**src/rtl/rowmat_pkg.sv**
```systemverilog
// rowmat_pkg: shared state encoding and default widths for the row-matrix
// scheduler and its row buffer.
`timescale 1ns/1ps
package rowmat_pkg;

  typedef enum logic [2:0] {
    IDLE,
    LOAD,
    KICK,
    FEED,
    WAIT,
    HOLD,
    CLR
  } state_t;

  localparam int OP1_COL      = 4;
  localparam int OP1_WIDTH    = 8;
  localparam int WEIGHT_COL   = 8;
  localparam int DSPOUT_WIDTH = 8;
  localparam int RES_W        = DSPOUT_WIDTH * WEIGHT_COL;

endpackage

```
**src/rtl/rowmat_row_buffer.sv**
```systemverilog
// rowmat_row_buffer: one A row of DEPTH elements. Indexed write port,
// combinational indexed read. Contents are not reset; every entry is written
// during LOAD before it is read during FEED.
`timescale 1ns/1ps
module rowmat_row_buffer
  import rowmat_pkg::*;
#(
  parameter int DEPTH = OP1_COL,
  parameter int WIDTH = OP1_WIDTH
)(
  input  logic                     clk,
  input  logic                     we,
  input  logic [$clog2(DEPTH)-1:0] waddr,
  input  logic [WIDTH-1:0]         wdata,
  input  logic [$clog2(DEPTH)-1:0] raddr,
  output logic [WIDTH-1:0]         rdata
);

  logic [WIDTH-1:0] mem [DEPTH];

  // write the accepted element at its column slot
  always_ff @(posedge clk) begin
    if (we) mem[waddr] <= wdata;
  end

  assign rdata = mem[raddr];

endmodule

```
**src/rtl/rowmat_scheduler.sv**
```systemverilog
// rowmat_scheduler: sequences one PU_RowMatrix unit over a job of A rows.
// Per row: buffer OP1_COL elements, kick the PU, stream the row into it,
// capture the packed result, hand it off on valid/ready, soft-reset the PU.
// Optional PU_DONE watchdog: define RMS_WATCHDOG_EN.
`timescale 1ns/1ps
module rowmat_scheduler
  import rowmat_pkg::*;
#(
  parameter int OP1_COL      = rowmat_pkg::OP1_COL,
  parameter int OP1_WIDTH    = rowmat_pkg::OP1_WIDTH,
  parameter int WEIGHT_COL   = rowmat_pkg::WEIGHT_COL,
  parameter int DSPOUT_WIDTH = rowmat_pkg::DSPOUT_WIDTH,
  parameter int MAX_ROWS     = 16
`ifdef RMS_WATCHDOG_EN
  , parameter int TIMEOUT_CYCLES = 64
`endif
)(
  input  logic                               CLK,
  input  logic                               RSTN,
  input  logic                               JOB_START,
  input  logic [$clog2(MAX_ROWS+1)-1:0]      JOB_ROWS,
  input  logic                               JOB_KEEP_ADDR,
  input  logic                               A_VALID,
  input  logic [OP1_WIDTH-1:0]               A_DATA,
  output logic                               A_READY,
  output logic                               PU_START,
  output logic [OP1_WIDTH-1:0]               PU_OP1,
  output logic [$clog2(OP1_COL)-1:0]         PU_ACC_NUM,
  output logic                               PU_RSTN,
  output logic                               PU_PREVENT_ADR_CLR,
  input  logic                               PU_DONE,
  input  logic [DSPOUT_WIDTH*WEIGHT_COL-1:0] PU_OUT,
  output logic                               RES_VALID,
  output logic [DSPOUT_WIDTH*WEIGHT_COL-1:0] RES_DATA,
  input  logic                               RES_READY,
  output logic                               BUSY,
  output logic                               JOB_DONE,
  output logic                               ERR
);

  localparam int RW       = $clog2(MAX_ROWS+1);
  localparam int CW       = $clog2(OP1_COL+1);
  localparam int IW       = $clog2(OP1_COL);
  localparam int RES_BITS = DSPOUT_WIDTH * WEIGHT_COL;

  state_t                state, state_nxt;
  logic [RW-1:0]         job_rows, row_cnt, rows_clamped;
  logic                  keep_adr;
  logic [CW-1:0]         col_cnt, feed_cnt;
  logic [RES_BITS-1:0]   res_data;
  logic                  job_done;
  logic [OP1_WIDTH-1:0]  buf_rd;
  logic                  accept, last_col, last_feed, last_row;
  logic                  timeout, wd_rst;

  assign rows_clamped = (JOB_ROWS > RW'(MAX_ROWS)) ? RW'(MAX_ROWS) : JOB_ROWS;
  assign accept       = A_VALID && (state == LOAD);
  assign last_col     = (col_cnt == CW'(OP1_COL-1));
  assign last_feed    = (feed_cnt == CW'(OP1_COL-1));
  assign last_row     = (row_cnt == job_rows);

  rowmat_row_buffer #(
    .DEPTH (OP1_COL),
    .WIDTH (OP1_WIDTH)
  ) u_row_buffer (
    .clk   (CLK),
    .we    (accept),
    .waddr (col_cnt[IW-1:0]),
    .wdata (A_DATA),
    .raddr (feed_cnt[IW-1:0]),
    .rdata (buf_rd)
  );

  // state register
  always_ff @(posedge CLK or negedge RSTN) begin
    if (!RSTN) state <= IDLE;
    else       state <= state_nxt;
  end

  // next state and state-decoded outputs
  always_comb begin
    state_nxt = state;
    A_READY   = 1'b0;
    PU_START  = 1'b0;
    RES_VALID = 1'b0;
    BUSY      = (state != IDLE);
    case (state)
      IDLE: if (JOB_START && (rows_clamped != '0)) state_nxt = LOAD;
      LOAD: begin
        A_READY = 1'b1;
        if (accept && last_col) state_nxt = KICK;
      end
      KICK: begin
        PU_START  = 1'b1;
        state_nxt = FEED;
      end
      FEED: if (last_feed) state_nxt = WAIT;
      WAIT: begin
        if (PU_DONE)      state_nxt = HOLD;
        else if (timeout) state_nxt = IDLE;
      end
      HOLD: begin
        RES_VALID = 1'b1;
        if (RES_READY) state_nxt = CLR;
      end
      CLR:     state_nxt = last_row ? IDLE : LOAD;
      default: state_nxt = IDLE;
    endcase
  end

  // job latch, row/column/feed counters, result capture, done pulse
  always_ff @(posedge CLK or negedge RSTN) begin
    if (!RSTN) begin
      job_rows <= '0;
      keep_adr <= 1'b0;
      row_cnt  <= '0;
      col_cnt  <= '0;
      feed_cnt <= '0;
      res_data <= '0;
      job_done <= 1'b0;
    end else begin
      job_done <= 1'b0;
      case (state)
        IDLE: if (JOB_START) begin
          job_rows <= rows_clamped;
          keep_adr <= JOB_KEEP_ADDR;
          row_cnt  <= '0;
          col_cnt  <= '0;
          job_done <= (rows_clamped == '0);
        end
        LOAD: if (accept) col_cnt <= last_col ? '0 : col_cnt + 1'b1;
        KICK: feed_cnt <= '0;
        FEED: feed_cnt <= feed_cnt + 1'b1;
        WAIT: begin
          if (PU_DONE)      res_data <= PU_OUT;
          else if (timeout) job_done <= 1'b1;
        end
        HOLD: if (RES_READY) row_cnt <= row_cnt + 1'b1;
        CLR:  if (last_row) job_done <= 1'b1;
        default: ;
      endcase
    end
  end

`ifdef RMS_WATCHDOG_EN
  localparam int TW = $clog2(TIMEOUT_CYCLES+1);
  logic [TW-1:0] wd_cnt;
  logic          err;

  assign timeout = (state == WAIT) && !PU_DONE && (wd_cnt == TW'(TIMEOUT_CYCLES-1));

  // WAIT-cycle counter, sticky error and one-cycle PU reset on timeout
  always_ff @(posedge CLK or negedge RSTN) begin
    if (!RSTN) begin
      wd_cnt <= '0;
      err    <= 1'b0;
      wd_rst <= 1'b0;
    end else begin
      wd_rst <= timeout;
      if (timeout) err <= 1'b1;
      wd_cnt <= (state == WAIT) ? wd_cnt + 1'b1 : '0;
    end
  end

  assign ERR = err;
`else
  assign timeout = 1'b0;
  assign wd_rst  = 1'b0;
  assign ERR     = 1'b0;
`endif

  // PU is held in reset with the block, and pulsed between rows / on abort
  assign PU_RSTN            = RSTN && (state != CLR) && !wd_rst;
  assign PU_OP1             = (state == FEED) ? buf_rd : '0;
  assign PU_ACC_NUM         = IW'(OP1_COL-1);
  assign PU_PREVENT_ADR_CLR = keep_adr;
  assign RES_DATA           = res_data;
  assign JOB_DONE           = job_done;

endmodule

```
**config.mk**
```make
export PLATFORM = sky130hd
export DESIGN_NAME = rowmat_scheduler
export DESIGN_NICKNAME = d
export VERILOG_FILES = /design/src/rtl/rowmat_pkg.sv /design/src/rtl/rowmat_row_buffer.sv /design/src/rtl/rowmat_scheduler.sv
export SDC_FILE = /design/constraint.sdc
export NUM_CORES = 1
export LEC_CHECK = 0
export ABC_AREA = 1
export CAP_MARGIN = 30
export CORE_ASPECT_RATIO = 0.6
export CORE_MARGIN = 2
export CORE_UTILIZATION = 49
export DETAILED_ROUTE_END_ITERATION = 12
export GPL_TIMING_DRIVEN = 0
export PLACE_DENSITY = 0.87
export SYNTH_ARGS = -nofsm -noshare
export SYNTH_HDL_FRONTEND = slang
export SYNTH_SLANG_ARGS = --single-unit
```
**constraint.sdc**
```tcl
create_clock -name CLK -period 4.1 [get_ports CLK]
set_input_delay 0.82 -clock CLK [delete_from_list [all_inputs] [get_ports CLK]]
set_output_delay 0.82 -clock CLK [all_outputs]
set_load 0.02 [all_outputs]
```
==> results.ini, run 1 <==
[outcome]
status = finished clean

[sta]
period_share_pct = 88.6
relSlewSlack_pct = 45.5
hold_violations = 0
rsz0062_at_grt = false
fin_crit_ps = 3630
final.setup.tns_ps = 0
slew_violations = 0
fmax_mhz = 275
worstMarginPinSlew_ps = 815
clock_skew_ps = 7.39
setup_viol = 0
timing.final.ws_setup_ps = 468

[floorplan]
start_util_pct = 49.6
dieArea_um2 = 10700
ioPinCount = 166
dieWidth_um = 132
die_h_um = 80.9
rows = 28
core_area_um2 = 9740

[grt]
grt_usage_pct = 23.9
overflow = 0
grt_pass1_wl_mm = 19.3
grt_pass1_vias = 3861
grt_max_degree = 71
antenna_found_initial = 0

[setup_path]
cp_data_arrival_time_ps = 2810
startpoint_type = flip-flop
cp-end-kind = output pin
crit_fanout = 9
cp_cell_sequence = clkbuf_1 > clkinv_1 > nor2_1 > o21ai_0 > a21oi_1 > clkdlybuf4s50_1
crit_required_ps = 3280
cp_slowest_cell = clkdlybuf4s50_1
cp_slowest_stage_delay_ps = 660
critPathTopFamily = buffers and inverters
path_buf_inv = 3
worstSetupPathType = flip-flop to output pin

[clock_network]
cts_buffers = 17
root_buffer = clkbuf_16
htree_levels = 4
hold_buffers = 0
clk_path_buf_depth = 2
cts_tree = done
post_cts_buffers = 0
path_clk_slew_ps = 50
clock_latency_ps = 400
cts_resized = 0
cts_sinks = 117

[synthesis]
syn_area_per_cell_um2 = 12.4
syn-cell-area_um2 = 4830
synth_area_leader_cell = dfrtp_1
ys_types = 29
ys_seq_elements = 117
yosysSeqAreaShare_pct = 63.9
synthCells = 390
yosys_warnings = 0
synthTopCellsByArea = dfrtp_1, edfxtp_1, mux2_1
synth_top_area_share_pct = 44.0

[route]
dr.max_layer_used = met4
antenna_left = 0
drt-met1-wl_mm = 4.80
vias = 3633
wl_per_cell_um = 16.8
routed_wl_mm = 12.1
drc = 0
met2_length_mm = 6.03
drtPass1Iterations = 5
wl_met3_mm = 1.14
viasPerCell = 5.04
drt-initial-drc-count = 294

[final_layout]
fillers = 634
nNetsFinal = 664
drive_gt1_share_pct = 9.22
area_delta_synth_final_pct = 50.6
num_antenna_cells = 0

[min_path]
hold_class = input pin to asynchronous set/reset pin

[pwr]
p_per_area_nw_per_um2 = 751
p_leak_nw = 3.15
peakVddDrop_v = 0.000551

[run]
max-cap-violations = 0

[place]
place_ws_ps = 1020
dp_hpwl_mm = 8.81
gp_congestion = 0.805
port_buffers = 162

==> placed cells by master, fill, tap and decap left out, types with 8 or more instances in the layout <==
cell	count
dfrtp_1	85
nand2_1	29
nor2_1	50
clkbuf_16	18
inv_1	27
edfxtp_1	32
nand3_1	18
a21oi_1	10
clkbuf_1	8
clkdlybuf4s50_1	161
o21ai_0	28
mux2_1	60
buf_2	8
==> sequential cells by signal, indices dropped and copies added, names as in the netlist <==
signal / flops
RES_DATA: 64
row_cnt: 5
feed_cnt: 3
col_cnt: 3
job_rows: 5
u_row_buffer.mem: 32
JOB_DONE: 1
PU_PREVENT_ADR_CLR: 1
state: 3
==> cells in the mapped netlist, drive strengths merged <==
cell type	count
mux2	64
o21ai	30
nand4	1
a21oi	11
o22ai	2
or2	1
conb	2
clkinv	1
ha	7
dfrtp	85
buf	11
inv	28
xor2	5
nand3	20
edfxtp	32
nor2	53
nand2	30
nor3	3
clkbuf	4
==> report_power, final <==
part	switching [W]	leakage, nW	internal [W]
Clock	0.000495	0.306	0.00107
Combinational	0.00113	1.48	0.000974
Sequential	0.000215	1.36	0.00159
==> through the flow <==
step	total power, W	hold WS [ps]	std cells	utilization [%]	cell area [um^2]
3_3_place_gp	0.00381	472	688	68.1	6630
2_1_floorplan	0.00287	468	391	-	4840
4_1_cts	0.00550	273	721	74.8	7280
6_report	0.00547	282	721	74.8	7280
5_1_grt	0.00574	282	721	74.8	7280
3_5_place_dp	0.00391	481	689	68.3	6650
==> layout make-up <==
| type | instances | area (um^2) | area share, % |
|---|---|---|---|
| inverters | 29 | 109 | 1.50 |
| clock buffers | 23 | 479 | 6.58 |
| multi-input cells | 230 | 1560 | 21.5 |
| flip-flops and latches | 117 | 3090 | 42.4 |
| clock inverters | 9 | 148 | 2.03 |
| repair buffers | 163 | 1650 | 22.6 |
| well taps | 135 | 169 | 2.32 |
| plain buffers | 15 | 77.6 | 1.07 |
==> worst reg2reg max path: stages (launching register included) <==
cell     delay (ps)
dfrtp_1         420
inv_1           150
nand3_1         190
inv_1           170
nand2_1         140
nor2_1          650
==> metal layers <==
metal / track usage (%) / up-vias
li1: - / 1686
met1: 27.0 / 1776
met2: 41.2 / 151
met3: 9.36 / 20
met4: 10.4 / 0
met5: 0 / -
==> cell families after synthesis <==
kind of cell             Yosys count  share of synthesized area (%)
AND/OR/NAND/NOR                  108                           9.76
buffers and inverters             44                           3.86
adder cells (fa/ha/maj)            7                           1.81
flip-flops                       117                           63.9
XOR/XNOR                           5                          0.906
multiplexers                      64                           14.9
AO/OA/AOI/OAI                     43                           4.74
other                              2                          0.155
==> final timing paths <==
kind	end	start	slack, ps	cells after the start
min reg2reg	RES_DATA[46]	RES_DATA[46]	490	1
min in group CLK	RES_DATA[46]	RES_DATA[46]	490	1
max	PU_OP1[0]	feed_cnt[1]	470	6
max in group asynchronous	RES_DATA[37]	RSTN	3210	2
min	RES_DATA[50]	RSTN	280	1
max reg2reg	u_row_buffer.mem[2][7]	state[1]	2000	5
Note: power is estimated with default switching activity, not from simulation.
==> run 2, diff against run 1 <==
--- a/config.mk
+++ b/config.mk
@@ -9,10 +9,10 @@
 export CAP_MARGIN = 30
 export CORE_ASPECT_RATIO = 0.6
 export CORE_MARGIN = 2
-export CORE_UTILIZATION = 49
+export CORE_UTILIZATION = 39
 export DETAILED_ROUTE_END_ITERATION = 12
 export GPL_TIMING_DRIVEN = 0
-export PLACE_DENSITY = 0.87
+export PLACE_DENSITY = 0.71
 export SYNTH_ARGS = -nofsm -noshare
 export SYNTH_HDL_FRONTEND = slang
 export SYNTH_SLANG_ARGS = --single-unit
==> run 2 against run 1 <==
Net effect:
- cell count is 4.2% higher
- worst setup slack improved by 63 ps
- clock skew decreased by 1.5 ps
- count of clock-buffer cells in the layout fell by 6
- worst hold slack gained 5.4 ps
- core utilization is 15 points lower
- register-to-register slack lost 30 ps
- largest power group unchanged
==> results.ini, run 2 (synthesis gave the netlist of run 1 again) <==
[setup_path]
worstSetupPathType = flip-flop to output pin
r2r.worst_path.cells = 5
cp_data_arrival_time_ps = 2750
reg2reg_to = u_row_buffer.mem[3][5]
crit_required_ps = 3280
worst-r2r-setup-slack_ps = 1970
cp-end-kind = output pin
crit_fanout = 10
rr_startpoint = state[1]
startpoint_type = flip-flop

[sta]
slew_violations = 0
setup_viol = 0
rsz0062_at_grt = false
timing.final.ws_setup_ps = 531
fin_crit_ps = 3570
period_share_pct = 87.0
hold_violations = 0
clock_skew_ps = 5.85
relSlewSlack_pct = 43.5
worstMarginPinSlew_ps = 844
fmax_mhz = 280

[clock_network]
clk_path_buf_depth = 2
htree_levels = 4
cts_sinks = 117
cts_tree = done
post_cts_buffers = 0
root_buffer = clkbuf_16
path_clk_slew_ps = 60
cts_buffers = 17
cts_resized = 0
clock_latency_ps = 400
hold_buffers = 0

[final_layout]
final_core_util_pct = 60.2
final_common_cell = clkdlybuf4s50_1
drive_gt1_share_pct = 9.90
largest_reg_flops = 64
final-seq-area_um2 = 3090
multiInputGateArea_um2 = 1560
final_cell_mix = clkdlybuf4s50_1, dfrtp_1, mux2_1
fillers = 972
area_delta_synth_final_pct = 50.2
nNetsFinal = 664
stdcell_count = 751
num_antenna_cells = 0

[place]
gp_congestion = 0.801
dp_hpwl_mm = 8.55
port_buffers = 162
place_ws_ps = 953
dp.cells = 719

[route]
vias = 3513
viasPerCell = 4.68
routed_wl_mm = 11.3
antenna_left = 0
wl_per_cell_um = 15.0
drc = 0
drt-initial-drc-count = 152
drtPass1Iterations = 7

[pwr]
clockPowerShare_pct = 26.6
intPower_w = 0.00341
pwr-share-comb_pct = 39.4
switching_power_w = 0.00185
p_leak_nw = 3.12
switching_share_pct = 35.2
p_per_area_nw_per_um2 = 725
peakVddDrop_v = 0.000399
seq_power_share_pct = 34.0

[outcome]
status = finished clean

[grt]
overflow = 0
grt_pass1_vias = 3710
grt_usage_pct = 18.1
antenna_found_initial = 0
grt_max_degree = 70
grt_pass1_wl_mm = 18.8

[floorplan]
rows = 31
dieArea_um2 = 13300
dieWidth_um = 148
start_util_pct = 40.1
core_area_um2 = 12100
die_h_um = 90.2
ioPinCount = 166

[run]
max-cap-violations = 0

[min_path]
hold_class = input pin to asynchronous set/reset pin

==> run 2: cell count changes in the layout (fill, tap and decap cells not counted) <==
cell       previous run  this run
bufinv_16             4         1
clkbuf_1              8         4
clkbuf_16            18        17
clkbuf_8              1         0
clkinv_2              4         2
clkinv_4              0         5
inv_6                 0         5
inv_8                 0         1
==> run 2: cell type report <==
class | count | area share [%]
Sequential cell | 117 | 42.5
Buffer | 15 | 1.07
Inverter | 29 | 1.50
Clock inverter | 15 | 2.02
Timing Repair Buffer | 163 | 22.7
Multi-Input combinational cell | 230 | 21.5
Tap cell | 165 | 2.84
Clock buffer | 17 | 5.86
==> run 2: worst max path at each step <==
stage           startpoint        end  slack (ps)  cells past startpoint
3_3_place_gp          RSTN    PU_RSTN       -1800                      4
5_1_grt        feed_cnt[0]  PU_OP1[6]         330                      6
4_1_cts        feed_cnt[0]  PU_OP1[6]         520                      6
2_1_floorplan  feed_cnt[0]  PU_OP1[0]        1900                      5
6_report       feed_cnt[0]  PU_OP1[6]         530                      6
3_5_place_dp          RSTN    PU_RSTN         950                      5
==> run 2: per-layer routing <==
layer / vias up / track usage, % / routed length (um)
li1: 1694 / - / -
met1: 1675 / 24.8 / 5160
met2: 130 / 27.2 / 4950
met3: 14 / 5.99 / 1010
met4: 0 / 6.33 / 163
met5: - / 0 / 0
==> run 2: per-stage QoR <==
stage	total power, W	TNS [ps]	hold slack, ps	area (um^2)
5_1_grt	0.00557	0	290	7260
3_3_place_gp	0.00384	-72650	473	6670
3_5_place_dp	0.00390	0	480	6690
6_report	0.00527	0	288	7260
2_1_floorplan	0.00287	0	468	4840
4_1_cts	0.00533	0	281	7260
==> run 2: power by group through the flow <==
stage	sequential, W	clock (W)	combinational [W]
2_1_floorplan	0.00216	0	0.000712
3_3_place_gp	0.00179	0	0.00204
3_5_place_dp	0.00181	0	0.00209
4_1_cts	0.00180	0.00143	0.00210
5_1_grt	0.00185	0.00149	0.00224
6_report	0.00179	0.00140	0.00207
==> run 2: critical path, cell delays in order (launching register included) <==
cell	delay (ps)
dfrtp_1	380
clkbuf_1	220
inv_1	310
clkbuf_1	410
o21ai_0	200
a21oi_1	170
clkdlybuf4s50_1	660
==> run 3, diff against run 2 <==
--- a/config.mk
+++ b/config.mk
@@ -10,6 +10,7 @@
 export CORE_ASPECT_RATIO = 0.6
 export CORE_MARGIN = 2
 export CORE_UTILIZATION = 39
+export CTS_BUF_LIST = sky130_fd_sc_hd__clkbuf_8
 export DETAILED_ROUTE_END_ITERATION = 12
 export GPL_TIMING_DRIVEN = 0
 export PLACE_DENSITY = 0.71
==> run 3 against run 2 <==
Net effect:
- via count fell by 0.31%
- count of clock-buffer cells in the layout did not move
- cell count did not move
- flip-flop and latch count did not move
- critical path depth did not move
- first-iteration DRC count rose by 41%
- sequential power barely moved
- core utilization fell by 1.6 points
- clock skew barely moved
- power fell by 7.6%
- worst hold slack got worse by 25 ps
- fmax fell by 0.87%
- largest power group unchanged
==> results.ini, run 3 (synthesis gave the netlist of run 1 again) <==
[floorplan]
dieArea_um2 = 13300
dieWidth_um = 148
start_util_pct = 40.1
rows = 31
die_h_um = 90.2
core_area_um2 = 12100
ioPinCount = 166

[final_layout]
final_common_cell = clkdlybuf4s50_1
nNetsFinal = 664
area_delta_synth_final_pct = 46.3
largest_reg_flops = 64
final-seq-area_um2 = 3090
final_core_util_pct = 58.6
multiInputGateArea_um2 = 1560
finish.instance_area_um2 = 7070
final_cell_mix = clkdlybuf4s50_1, dfrtp_1, mux2_1
drive_gt1_share_pct = 9.90
num_antenna_cells = 0
stdcell_count = 751
fillers = 989

[route]
antenna_left = 0
drt-initial-drc-count = 214
drc = 0
drtPass1Iterations = 4
viasPerCell = 4.66
wl_per_cell_um = 15.0
vias = 3502
routed_wl_mm = 11.2

[grt]
overflow = 0
grt_max_degree = 70
grt_pass1_wl_mm = 18.6
antenna_found_initial = 0
grt_usage_pct = 18.1
grt_pass1_vias = 3673

[clock_network]
hold_buffers = 0
root_buffer = clkbuf_8
cts_sinks = 117
post_cts_buffers = 0
clk_path_buf_depth = 2
htree_levels = 4
cts_buffers = 17
clock_latency_ps = 410
cts_resized = 0
path_clk_slew_ps = 80
cts_tree = done

[place]
gp_congestion = 0.801
dp.cells = 719
place_area_um2 = 6690
port_buffers = 162
dp_hpwl_mm = 8.55

[outcome]
status = finished clean

[pwr]
seq_power_share_pct = 36.7
clockPowerShare_pct = 20.6
intPower_w = 0.00306
peakVddDrop_v = 0.000427
switching_power_w = 0.00181
fin_total_pwr_w = 0.00487
pwr-share-comb_pct = 42.7
p_leak_nw = 3.03
switching_share_pct = 37.2
p_per_area_nw_per_um2 = 688

[min_path]
hold_class = input pin to asynchronous set/reset pin

[setup_path]
cp_cell_sequence = clkbuf_1 > inv_1 > clkbuf_1 > o21ai_0 > a21oi_1 > clkdlybuf4s50_1
cp-end-kind = output pin
crit_fanout = 10
startpoint_type = flip-flop
cpMostUsedCell = clkbuf_1
crit_required_ps = 3280
worstSetupPathType = flip-flop to output pin
cp_slowest_cell = clkdlybuf4s50_1
cp_data_arrival_time_ps = 2780
cp_slowest_stage_delay_ps = 650

[sta]
setup_viol = 0
period_share_pct = 87.8
hold_violations = 0
worstMarginPinSlew_ps = 864
fin_crit_ps = 3600
slew_violations = 0
fmax_mhz = 278
relSlewSlack_pct = 42.2
rsz0062_at_grt = false
clock_skew_ps = 6.09

[run]
max-cap-violations = 0

run 3: path summary, 6_finish.rpt:
kind | cells past startpoint | to | slack (ps) | start
setup / recovery | 6 | PU_OP1[3] | 500 | feed_cnt[0]
hold / removal | 1 | RES_DATA[21] | 260 | RSTN
setup reg to reg | 5 | u_row_buffer.mem[3][5] | 1950 | state[1]
hold reg to reg | 1 | RES_DATA[47] | 490 | RES_DATA[47]
max in group asynchronous | 2 | RES_DATA[49] | 3220 | RSTN
min in group CLK | 1 | RES_DATA[47] | 490 | RES_DATA[47]
run 3: metal layers:
layer | GRT usage (%) | wire length (um) | up-vias | share of wire (%)
met5 | 0 | 0 | - | 0
met1 | 24.7 | 4940 | 1660 | 44
met4 | 6.25 | 178 | 0 | 1.6
li1 | - | - | 1687 | -
met2 | 26.8 | 4920 | 141 | 44
met3 | 6.40 | 1200 | 14 | 11
run 3: power by group through the flow:
stage / Combinational [W] / Sequential [W] / Clock, W
3_3_place_gp: 0.00204 / 0.00179 / 0
3_5_place_dp: 0.00209 / 0.00181 / 0
5_1_grt: 0.00224 / 0.00184 / 0.00108
2_1_floorplan: 0.000712 / 0.00216 / 0
4_1_cts: 0.00210 / 0.00180 / 0.00103
6_report: 0.00208 / 0.00179 / 0.00100
run 3: area by class of cell:
cell class,count,area share (%)
buffer,15,1.10
clock buffer,17,3.31
clock inverter,15,2.07
inverter,29,1.54
multi-input combinational,230,22.1
sequential,117,43.7
tap,165,2.92
timing repair buffer,163,23.3
run 3: per-stage QoR:
stage               setup slack, ps  hold WS (ps)  TNS (ps)
floorplan                      1900           468         0
global placement              -1800           473    -72650
detailed placement              953           480         0
CTS                             494           243         0
global route                    311           247         0
finish                          500           262         0
run 3: critical path: cells and delay by family, from the launching register on:
family                 cells  cell delay, ps
buffers and inverters      4            1590
DFF                        1             390
AOI/OAI and AO/OA          2             390
